$ cat src/rtl/mem_access_stage.sv
// Memory-access pipeline stage: byte/halfword/word loads and stores with
// sign/zero extension, alignment faults (AdEL/AdES), and a req/ack data-memory
// handshake with bounded wait (DBE on timeout) and a pipeline stall request.
module mem_access_stage #(
    parameter int ADDR_W   = 32,
    parameter int MAX_WAIT = 16
) (
    input  logic              clk,
    input  logic              rst,
    input  logic              in_valid,
    input  logic [3:0]        op_i,
    input  logic [ADDR_W-1:0] addr_i,
    input  logic [31:0]       sdata_i,
    input  logic [31:0]       wdata_i,
    input  logic [4:0]        wd_i,
    input  logic              wreg_i,
    input  logic              flush_i,
    output logic              stall_o,
    output logic              mem_req,
    output logic              mem_we,
    output logic [3:0]        mem_sel,
    output logic [ADDR_W-1:0] mem_addr,
    output logic [31:0]       mem_wdata,
    input  logic              mem_ack,
    input  logic [31:0]       mem_rdata,
    output logic              out_valid,
    output logic [31:0]       wdata_o,
    output logic [4:0]        wd_o,
    output logic              wreg_o,
    output logic [4:0]        exc_o,
    output logic [ADDR_W-1:0] badvaddr_o
);
    localparam logic [3:0] OP_LB = 4'd1, OP_LBU = 4'd2, OP_LH = 4'd3, OP_LHU = 4'd4,
                           OP_LW = 4'd5, OP_SB = 4'd6, OP_SH = 4'd7, OP_SW = 4'd8;
    localparam logic [7:0] WAIT_LAST = 8'(MAX_WAIT - 1);

    typedef enum logic [1:0] {IDLE, REQ, RESP} state_t;

    state_t            state;
    logic [7:0]        wait_cnt;
    logic              drop;
    logic [3:0]        op_q;
    logic [ADDR_W-1:0] addr_q;
    logic [4:0]        wd_q;
    logic              wreg_q;

    logic              is_load, is_store, is_mem, misal;
    logic [3:0]        sel_n;
    logic [31:0]       wdata_n;
    logic              store_q;
    logic [31:0]       shifted;
    logic [15:0]       half;
    logic [31:0]       load_data;

    // Decode the incoming op: class, alignment and store lane placement.
    always_comb begin
        is_load  = (op_i >= OP_LB) && (op_i <= OP_LW);
        is_store = (op_i >= OP_SB) && (op_i <= OP_SW);
        is_mem   = is_load || is_store;
        misal    = (((op_i == OP_LH) || (op_i == OP_LHU) || (op_i == OP_SH)) && addr_i[0]) ||
                   (((op_i == OP_LW) || (op_i == OP_SW)) && (addr_i[1:0] != 2'b00));
        sel_n    = 4'b1111;
        wdata_n  = 32'd0;
        case (op_i)
            OP_SB: begin
                sel_n   = 4'b0001 << addr_i[1:0];
                wdata_n = {4{sdata_i[7:0]}};
            end
            OP_SH: begin
                sel_n   = addr_i[1] ? 4'b1100 : 4'b0011;
                wdata_n = {2{sdata_i[15:0]}};
            end
            OP_SW:   wdata_n = sdata_i;
            default: ;
        endcase
    end

    // Pick the addressed lane out of the returned word and extend it.
    always_comb begin
        store_q   = (op_q == OP_SB) || (op_q == OP_SH) || (op_q == OP_SW);
        shifted   = mem_rdata >> {addr_q[1:0], 3'b000};
        half      = addr_q[1] ? mem_rdata[31:16] : mem_rdata[15:0];
        case (op_q)
            OP_LB:   load_data = {{24{shifted[7]}}, shifted[7:0]};
            OP_LBU:  load_data = {24'd0, shifted[7:0]};
            OP_LH:   load_data = {{16{half[15]}}, half};
            OP_LHU:  load_data = {16'd0, half};
            default: load_data = mem_rdata;
        endcase
    end

    // Hold upstream while an aligned memory op is being accepted or is on the bus.
    always_comb begin
        stall_o = ((state == IDLE) && in_valid && !flush_i && is_mem && !misal) ||
                  (state == REQ);
    end

    // Stage FSM with registered bus and result outputs.
    always_ff @(posedge clk) begin
        if (rst) begin
            state      <= IDLE;
            wait_cnt   <= 8'd0;
            drop       <= 1'b0;
            op_q       <= 4'd0;
            addr_q     <= '0;
            wd_q       <= 5'd0;
            wreg_q     <= 1'b0;
            mem_req    <= 1'b0;
            mem_we     <= 1'b0;
            mem_sel    <= 4'd0;
            mem_addr   <= '0;
            mem_wdata  <= 32'd0;
            out_valid  <= 1'b0;
            wdata_o    <= 32'd0;
            wd_o       <= 5'd0;
            wreg_o     <= 1'b0;
            exc_o      <= 5'd0;
            badvaddr_o <= '0;
        end else begin
            case (state)
                IDLE: begin
                    out_valid <= 1'b0;
                    if (in_valid && !flush_i) begin
                        if (!is_mem) begin
                            out_valid  <= 1'b1;
                            wdata_o    <= wdata_i;
                            wd_o       <= wd_i;
                            wreg_o     <= wreg_i;
                            exc_o      <= 5'd0;
                            badvaddr_o <= '0;
                        end else if (misal) begin
                            out_valid  <= 1'b1;
                            wdata_o    <= 32'd0;
                            wd_o       <= wd_i;
                            wreg_o     <= 1'b0;
                            exc_o      <= is_load ? 5'd4 : 5'd5;
                            badvaddr_o <= addr_i;
                        end else begin
                            op_q      <= op_i;
                            addr_q    <= addr_i;
                            wd_q      <= wd_i;
                            wreg_q    <= wreg_i;
                            mem_req   <= 1'b1;
                            mem_we    <= is_store;
                            mem_sel   <= sel_n;
                            mem_addr  <= {addr_i[ADDR_W-1:2], 2'b00};
                            mem_wdata <= wdata_n;
                            wait_cnt  <= 8'd0;
                            drop      <= 1'b0;
                            state     <= REQ;
                        end
                    end
                end
                REQ: begin
                    drop <= drop || flush_i;
                    if (mem_ack) begin
                        // ack beats a same-cycle timeout
                        mem_req    <= 1'b0;
                        out_valid  <= !(drop || flush_i);
                        wdata_o    <= store_q ? 32'd0 : load_data;
                        wd_o       <= wd_q;
                        wreg_o     <= wreg_q && !store_q;
                        exc_o      <= 5'd0;
                        badvaddr_o <= '0;
                        state      <= RESP;
                    end else if (wait_cnt == WAIT_LAST) begin
                        mem_req    <= 1'b0;
                        out_valid  <= !(drop || flush_i);
                        wdata_o    <= 32'd0;
                        wd_o       <= wd_q;
                        wreg_o     <= 1'b0;
                        exc_o      <= 5'd7;
                        badvaddr_o <= addr_q;
                        state      <= RESP;
                    end else begin
                        wait_cnt <= wait_cnt + 8'd1;
                    end
                end
                default: begin
                    out_valid <= 1'b0;
                    drop      <= 1'b0;
                    state     <= IDLE;
                end
            endcase
        end
    end
endmodule

$ cat config.mk
export PLATFORM = sky130hd
export DESIGN_NAME = mem_access_stage
export DESIGN_NICKNAME = d
export VERILOG_FILES = /design/src/rtl/mem_access_stage.sv
export SDC_FILE = /design/constraint.sdc
export NUM_CORES = 1
export LEC_CHECK = 0
export CAP_MARGIN = 20
export CELL_PAD_IN_SITES_DETAIL_PLACEMENT = 0
export CELL_PAD_IN_SITES_GLOBAL_PLACEMENT = 1
export CORE_ASPECT_RATIO = 0.7
export CORE_MARGIN = 2
export CORE_UTILIZATION = 29
export DETAILED_ROUTE_END_ITERATION = 12
export GPL_TIMING_DRIVEN = 0
export PLACE_DENSITY = 0.76
export SLEW_MARGIN = 40
export SYNTH_ARGS = -nofsm -noshare
export SYNTH_HDL_FRONTEND = slang
export SYNTH_SLANG_ARGS = --single-unit
$ cat constraint.sdc
create_clock -name clk -period 2.58 [get_ports clk]
set_input_delay 0.516 -clock clk [delete_from_list [all_inputs] [get_ports clk]]
set_output_delay 0.516 -clock clk [all_outputs]
set_load 0.03 [all_outputs]
==> results of run 1 <==
-- final timing paths --
kind                            depth (start not counted)        start  slack (ns)             end
worst max-delay path                                    7      op_i[2]       -0.04         stall_o
worst max register to register                          6  wait_cnt[0]        0.18  badvaddr_o[25]
worst min register to register                          2      wd_q[2]        0.46         wd_q[2]
worst min-delay path                                    3      op_i[1]        0.36         op_q[1]
-- worst reg2reg max path: cells and delay by family (launching register included) --
family	cells	cell delay (ns)
simple gates	2	0.61
buf+inv	1	0.47
compound gates	2	0.49
fa+ha+maj	1	0.26
flops	1	0.42
-- cells in the final DEF (no fill, tap or decap), drive strengths merged, types with 13 or more instances in the layout --
master,n
a22oi,40
o221ai,15
buf,55
mux2i,22
a311oi,46
o2bb2ai,24
nor2,35
clkbuf,94
o211ai,23
a211oi,33
inv,13
clkdlybuf4s50,278
nand2,138
dfxtp,165
a21oi,139
-- per-stage QoR --
step | worst slack (ns) | hold slack [ns]
after floorplan | -0.005747 | 0.4366
after global placement | -1.320 | 0.4374
after detailed placement | -1.317 | 0.4481
after CTS | -0.04505 | 0.3477
after global routing | -0.09005 | 0.3367
final | -0.03602 | 0.3585
-- per-layer routing --
layer / global-route usage / share of wire
met5: 0 / 0.00093
met4: 0.05224 / 0.012
met3: 0.08517 / 0.10
met2: 0.3350 / 0.43
met1: 0.3080 / 0.46
-- synth_stat cells (3+ instances only) --
| cell | instances |
|---|---|
| a22oi_1 | 40 |
| and2_1 | 3 |
| buf_4 | 34 |
| nor3_1 | 5 |
| a211oi_1 | 33 |
| nor2_1 | 35 |
| o211ai_1 | 23 |
| inv_1 | 7 |
| xnor2_1 | 3 |
| o2bb2ai_1 | 4 |
| nor3b_1 | 3 |
| o21a_1 | 3 |
| buf_1 | 4 |
| clkbuf_1 | 78 |
| a22o_1 | 8 |
| o2bb2ai_2 | 20 |
| nand3_1 | 4 |
| dfxtp_1 | 165 |
| o221ai_1 | 15 |
| nand2_1 | 138 |
| mux2i_1 | 22 |
| nand4_1 | 5 |
| a311oi_1 | 45 |
| a21oi_1 | 139 |
| nor4_1 | 3 |
| nand2b_1 | 8 |
| buf_2 | 5 |
| o21ai_0 | 6 |
| xor2_1 | 6 |
-- where the power goes --
part           internal, mW  leakage (nW)  switching (mW)  total [mW]
Clock                  1.65         0.310            1.21        2.86
Sequential             2.68          1.34          0.0850        2.77
Combinational         0.663          2.42           0.882        1.55
-- registers in the layout (all words and copies together) (netlist names) --
| name | flops |
|---|---|
| addr_q | 32 |
| badvaddr_o | 32 |
| mem_wdata | 32 |
| wdata_o | 32 |
| wait_cnt | 8 |
| wd_o | 5 |
| wd_q | 5 |
| mem_sel | 4 |
| op_q | 4 |
| exc_o | 3 |
| state | 2 |
| drop | 1 |
| mem_req | 1 |
| mem_we | 1 |
| out_valid | 1 |
| wreg_o | 1 |
| wreg_q | 1 |
-- area by class of cell --
cell class,instances,share of cell area
Sequential cell,165,0.2777
Tap cell,364,0.03829
Multi-Input combinational cell,608,0.3271
Clock inverter,15,0.01830
Buffer,120,0.05617
Clock buffer,17,0.03576
Timing Repair Buffer,291,0.2445
Inverter,7,0.002209
-- cells by family after synthesis --
logic type	count (synthesis)
flip-flops	165
other	1
buffers and inverters	131
AO/OA/AOI/OAI	351
multiplexers	24
AND/OR/NAND/NOR	219
adder cells (fa/ha/maj)	1
XOR/XNOR	9
-- timing repair --
action / 4_1_cts / 5_1_grt
buffers inserted: 5 / 4
endpoints found under the setup margin: 164 / 79
pin swaps: 4 / 4
resized for setup: 31 / 32
==> run metrics, run 1 <==
run status complete, but fails checks; violated checks setup timing; WP buf/inv 3; Fillers 2,640; area delta synth->final 53.31%; DRC violations left 0; Clock Path Buffers 2; All-Layer GR Usage 0.2254; Clock Pin Slew Worst Setup and Hold Paths 0.07 ns; CTS Sinks 165; sequential cell area 0.003303 mm^2; min-delay worst type in -> reg; CP Class in -> out; CTS tree done; Ports 290; initial DRC count 546; WL/cell 20.32 um; vias in the first global route 7,946; overall routed net length 32,240 um; Startpoint Class input pin; CP max FO 6; power density over the cells 603.4 mW/mm^2; Post-Layout Cell Count 1,587; Cell Rows 50; Final setup viols 1; core box area 0.02653 mm^2; Post-DP HPWL 24,340 um; antenna violations before repair 2; Die H 140.9 um; crit path cell chain buf_8, or4b_1, a211o_1, a311o_1, clkbuf_8, nand2_4, buf_8; largest cells by area after synthesis dfxtp_1 43%, a21oi_1 9.0%, nand2_1 6.7%, a311oi_1 5.1%, a22oi_1 3.9%; Ant. Diodes 0; Placed Cells 1,550; sequential-to-total area share from yosys stat 0.4257; vias 8,219; Initial Util 0.2925; Hold Fails Final Rpt 0; Synth Warn # 0; Worst EP required 2.06 ns; Synth Instances 901; largest net degree at the start of global routing 17; synthesis-stage register bit count 165; post-route setup slack -0.03602 ns; MaxCap Viol Count 0; GPL Wtd Cong 0.8984; Simple-Gate Fraction of Synth Area 0.1221; Avg Cell Area, Syn 8.611 um^2; top cell type's share of synthesized area 0.4257; slew margin rel. 0.4677; async set-reset flop share out of synthesis 0; Power Total 7.178 mW; CTS Hold Bufs 0; Most Frequent Cell on Critical Path buf_8; mux cell area share after synthesis 0.03129; area share of fa/ha/maj cells after synthesis 0.001613; gr ovfl total 0; Die W 199.5 um; Finished Cell Area 0.01190 mm^2; post-synthesis cell type count 56; Critical-path top delay cell or4b_1; post-route ant nets 0; EDFF count, synth 0; Synth Area in Compound Gates 0.3259; Multi-input gate area 0.003891 mm^2; Pre-Repair DR Iteration Count 5; RSZ-0062 raised after global routing yes; Placement Cell Area 0.01110 mm^2; crit-path leading delay family compound AO/OA/AOI/OAI gates; Worst path max stage delay 0.51 ns; CTS H-tree lvls 4; Peak VDD IR 0.4925 mV; final count of pins violating max slew 0; Num CTS Buffers 17; leakage 4.075 nW; Synth Area in XOR/XNOR 0.01016; Via-to-Cell Ratio 5.179; first-pass GRT wire length 47,890 um; Worst Skew 0.01272 ns; Final min period 2.616 ns; Root Buffer clkbuf_16; final net count 1,354; Max Fclk 382.3 MHz; main combinational cell family by area after synthesis compound AO/OA/AOI/OAI gates; sum of negative setup slack -0.03602 ns; Port Buffers 282; cell area after synthesis 0.007759 mm^2; post-route clock period utilization 1.014; Slew @ Worst Pin 0.7985 ns; worst path arrival time 2.10 ns; clock insertion delay at the later pin of the skew report 0.44 ns; Synth area leader dfxtp_1; utilization after layout 0.4484; layout cells sized above 1 0.1169; crit end category primary output; Post-synth top flop dfxtp_1; total die area 0.02810 mm^2
Power figures use the tool's default switching activity.
==> inputs of run 2 (changes only) <==
TNS_END_PERCENT = 10   (was default)
==> run metrics, run 2 (same netlist as run 1, synthesis figures left out) <==
Max Fclk 380.2 MHz; Post-DP HPWL 24,340 um; Worst Skew 0.01227 ns; Slew @ Worst Pin 0.7808 ns; violated checks setup timing; Startpoint Class input pin; final net count 1,355; All-Layer GR Usage 0.2255; slew margin rel. 0.4795; total die area 0.02810 mm^2; DRC violations left 0; post-route setup slack -0.05013 ns; reg2reg setup slack 0.18 ns; run status complete, but fails checks; Power Total 7.172 mW; layout cells sized above 1 0.1201; CTS H-tree lvls 4; GPL Wtd Cong 0.8984; WL/cell 20.24 um; power density over the cells 603.9 mW/mm^2; post-route ant nets 0; Cell Rows 50; leakage 4.067 nW; most frequent cells in the layout 279 x clkdlybuf4s50_1, 165 x dfxtp_1, 139 x a21oi_1; Die W 199.5 um; CP startpoint op_i[1]; Ant. Diodes 0; clock insertion delay at the later pin of the skew report 0.44 ns; CP Class in -> out; CTS tree done; utilization after layout 0.4477; vias 8,292; Min Hold Slack 0.3736 ns; min-delay worst type in -> reg; Placement Setup Slack -1.317 ns; initial DRC count 570; crit end category primary output; largest net degree at the start of global routing 17; Clock Path Buffers 2; RSZ-0062 raised after global routing yes; Final setup viols 1; MaxCap Viol Count 0; antenna violations before repair 2; Clock Pin Slew Worst Setup and Hold Paths 0.07 ns; overall routed net length 32,140 um; Ports 290; R2R depth 7; Die H 140.9 um; CTS Sinks 165; Fillers 2,642; Via-to-Cell Ratio 5.222; R2R Path End wdata_o[27]; Peak VDD IR 0.4927 mV; Root Buffer clkbuf_16; Worst EP required 2.06 ns; core box area 0.02653 mm^2; Final min period 2.630 ns; CP max FO 7; Setup crit end stall_o; Initial Util 0.2925; Hold Fails Final Rpt 0; reg2reg start op_q[2]; Port Buffers 282; area delta synth->final 53.06%; gr ovfl total 0; Pre-Repair DR Iteration Count 5; most common cell after layout, fill and taps aside clkdlybuf4s50_1; Num CTS Buffers 17; first-pass GRT wire length 47,900 um; worst path arrival time 2.11 ns; CTS Hold Bufs 0; vias in the first global route 7,946; post-route clock period utilization 1.019; final count of pins violating max slew 0
[run 2: worst min path at each step]
stage                     startpoint      end  slack [ns]  cells after the start
after global routing         op_i[1]  op_q[1]        0.37                      3
after CTS                    op_i[2]  op_q[2]        0.35                      3
final                        op_i[2]  op_q[2]        0.37                      3
after floorplan              wd_q[0]  wd_q[0]        0.44                      2
after detailed placement     wd_q[2]  wd_q[2]        0.45                      2
after global placement        mem_we   mem_we        0.44                      1
[run 2: cell type report]
type                       instances  area (um^2)  share of cell area
tap                              364        455.4             0.03835
clock buffer                      17        425.4             0.03582
inverter                           7        26.28            0.002213
sequential                       165         3303              0.2782
multi-input combinational        608         3885              0.3272
timing repair buffer             289         2875              0.2421
buffer                           123        686.9             0.05784
clock inverter                    15        217.7             0.01833
[run 2: report_power, final]
part           internal, mW  leakage (nW)  switching [mW]  total [mW]
Clock                  1.65         0.310            1.21        2.86
Combinational         0.663          2.41           0.883        1.55
Sequential             2.68          1.34          0.0837        2.77
Total                  5.00          4.07            2.17        7.17
[run 2: critical path: stages]
cell      delay, ns
buf_4          0.14
or4b_1         0.49
a211o_1        0.32
a311o_1        0.30
clkbuf_8       0.15
nand2_4        0.05
buf_8          0.13
[run 2: routing by layer]
layer,GRT usage,wire [um]
met5,0,25
met4,0.05224,364
met3,0.08517,3453
met2,0.3350,13690
met1,0.3081,14600
[run 2: repair_timing]
item,4_1_cts,5_1_grt
pin swaps,4,1
buffers inserted,5,2
resized for setup,35,31
setup endpoints to repair,164,79
[run 2: through the flow]
step / area (um^2) / TNS [ns] / instances
after CTS: 11820 / -0.04505 / 1586
after floorplan: 7807 / -0.1160 / 904
after global routing: 11880 / -0.3287 / 1588
after global placement: 11090 / -149.18 / 1550
final: 11880 / -0.05013 / 1588
after detailed placement: 11100 / -130.98 / 1550
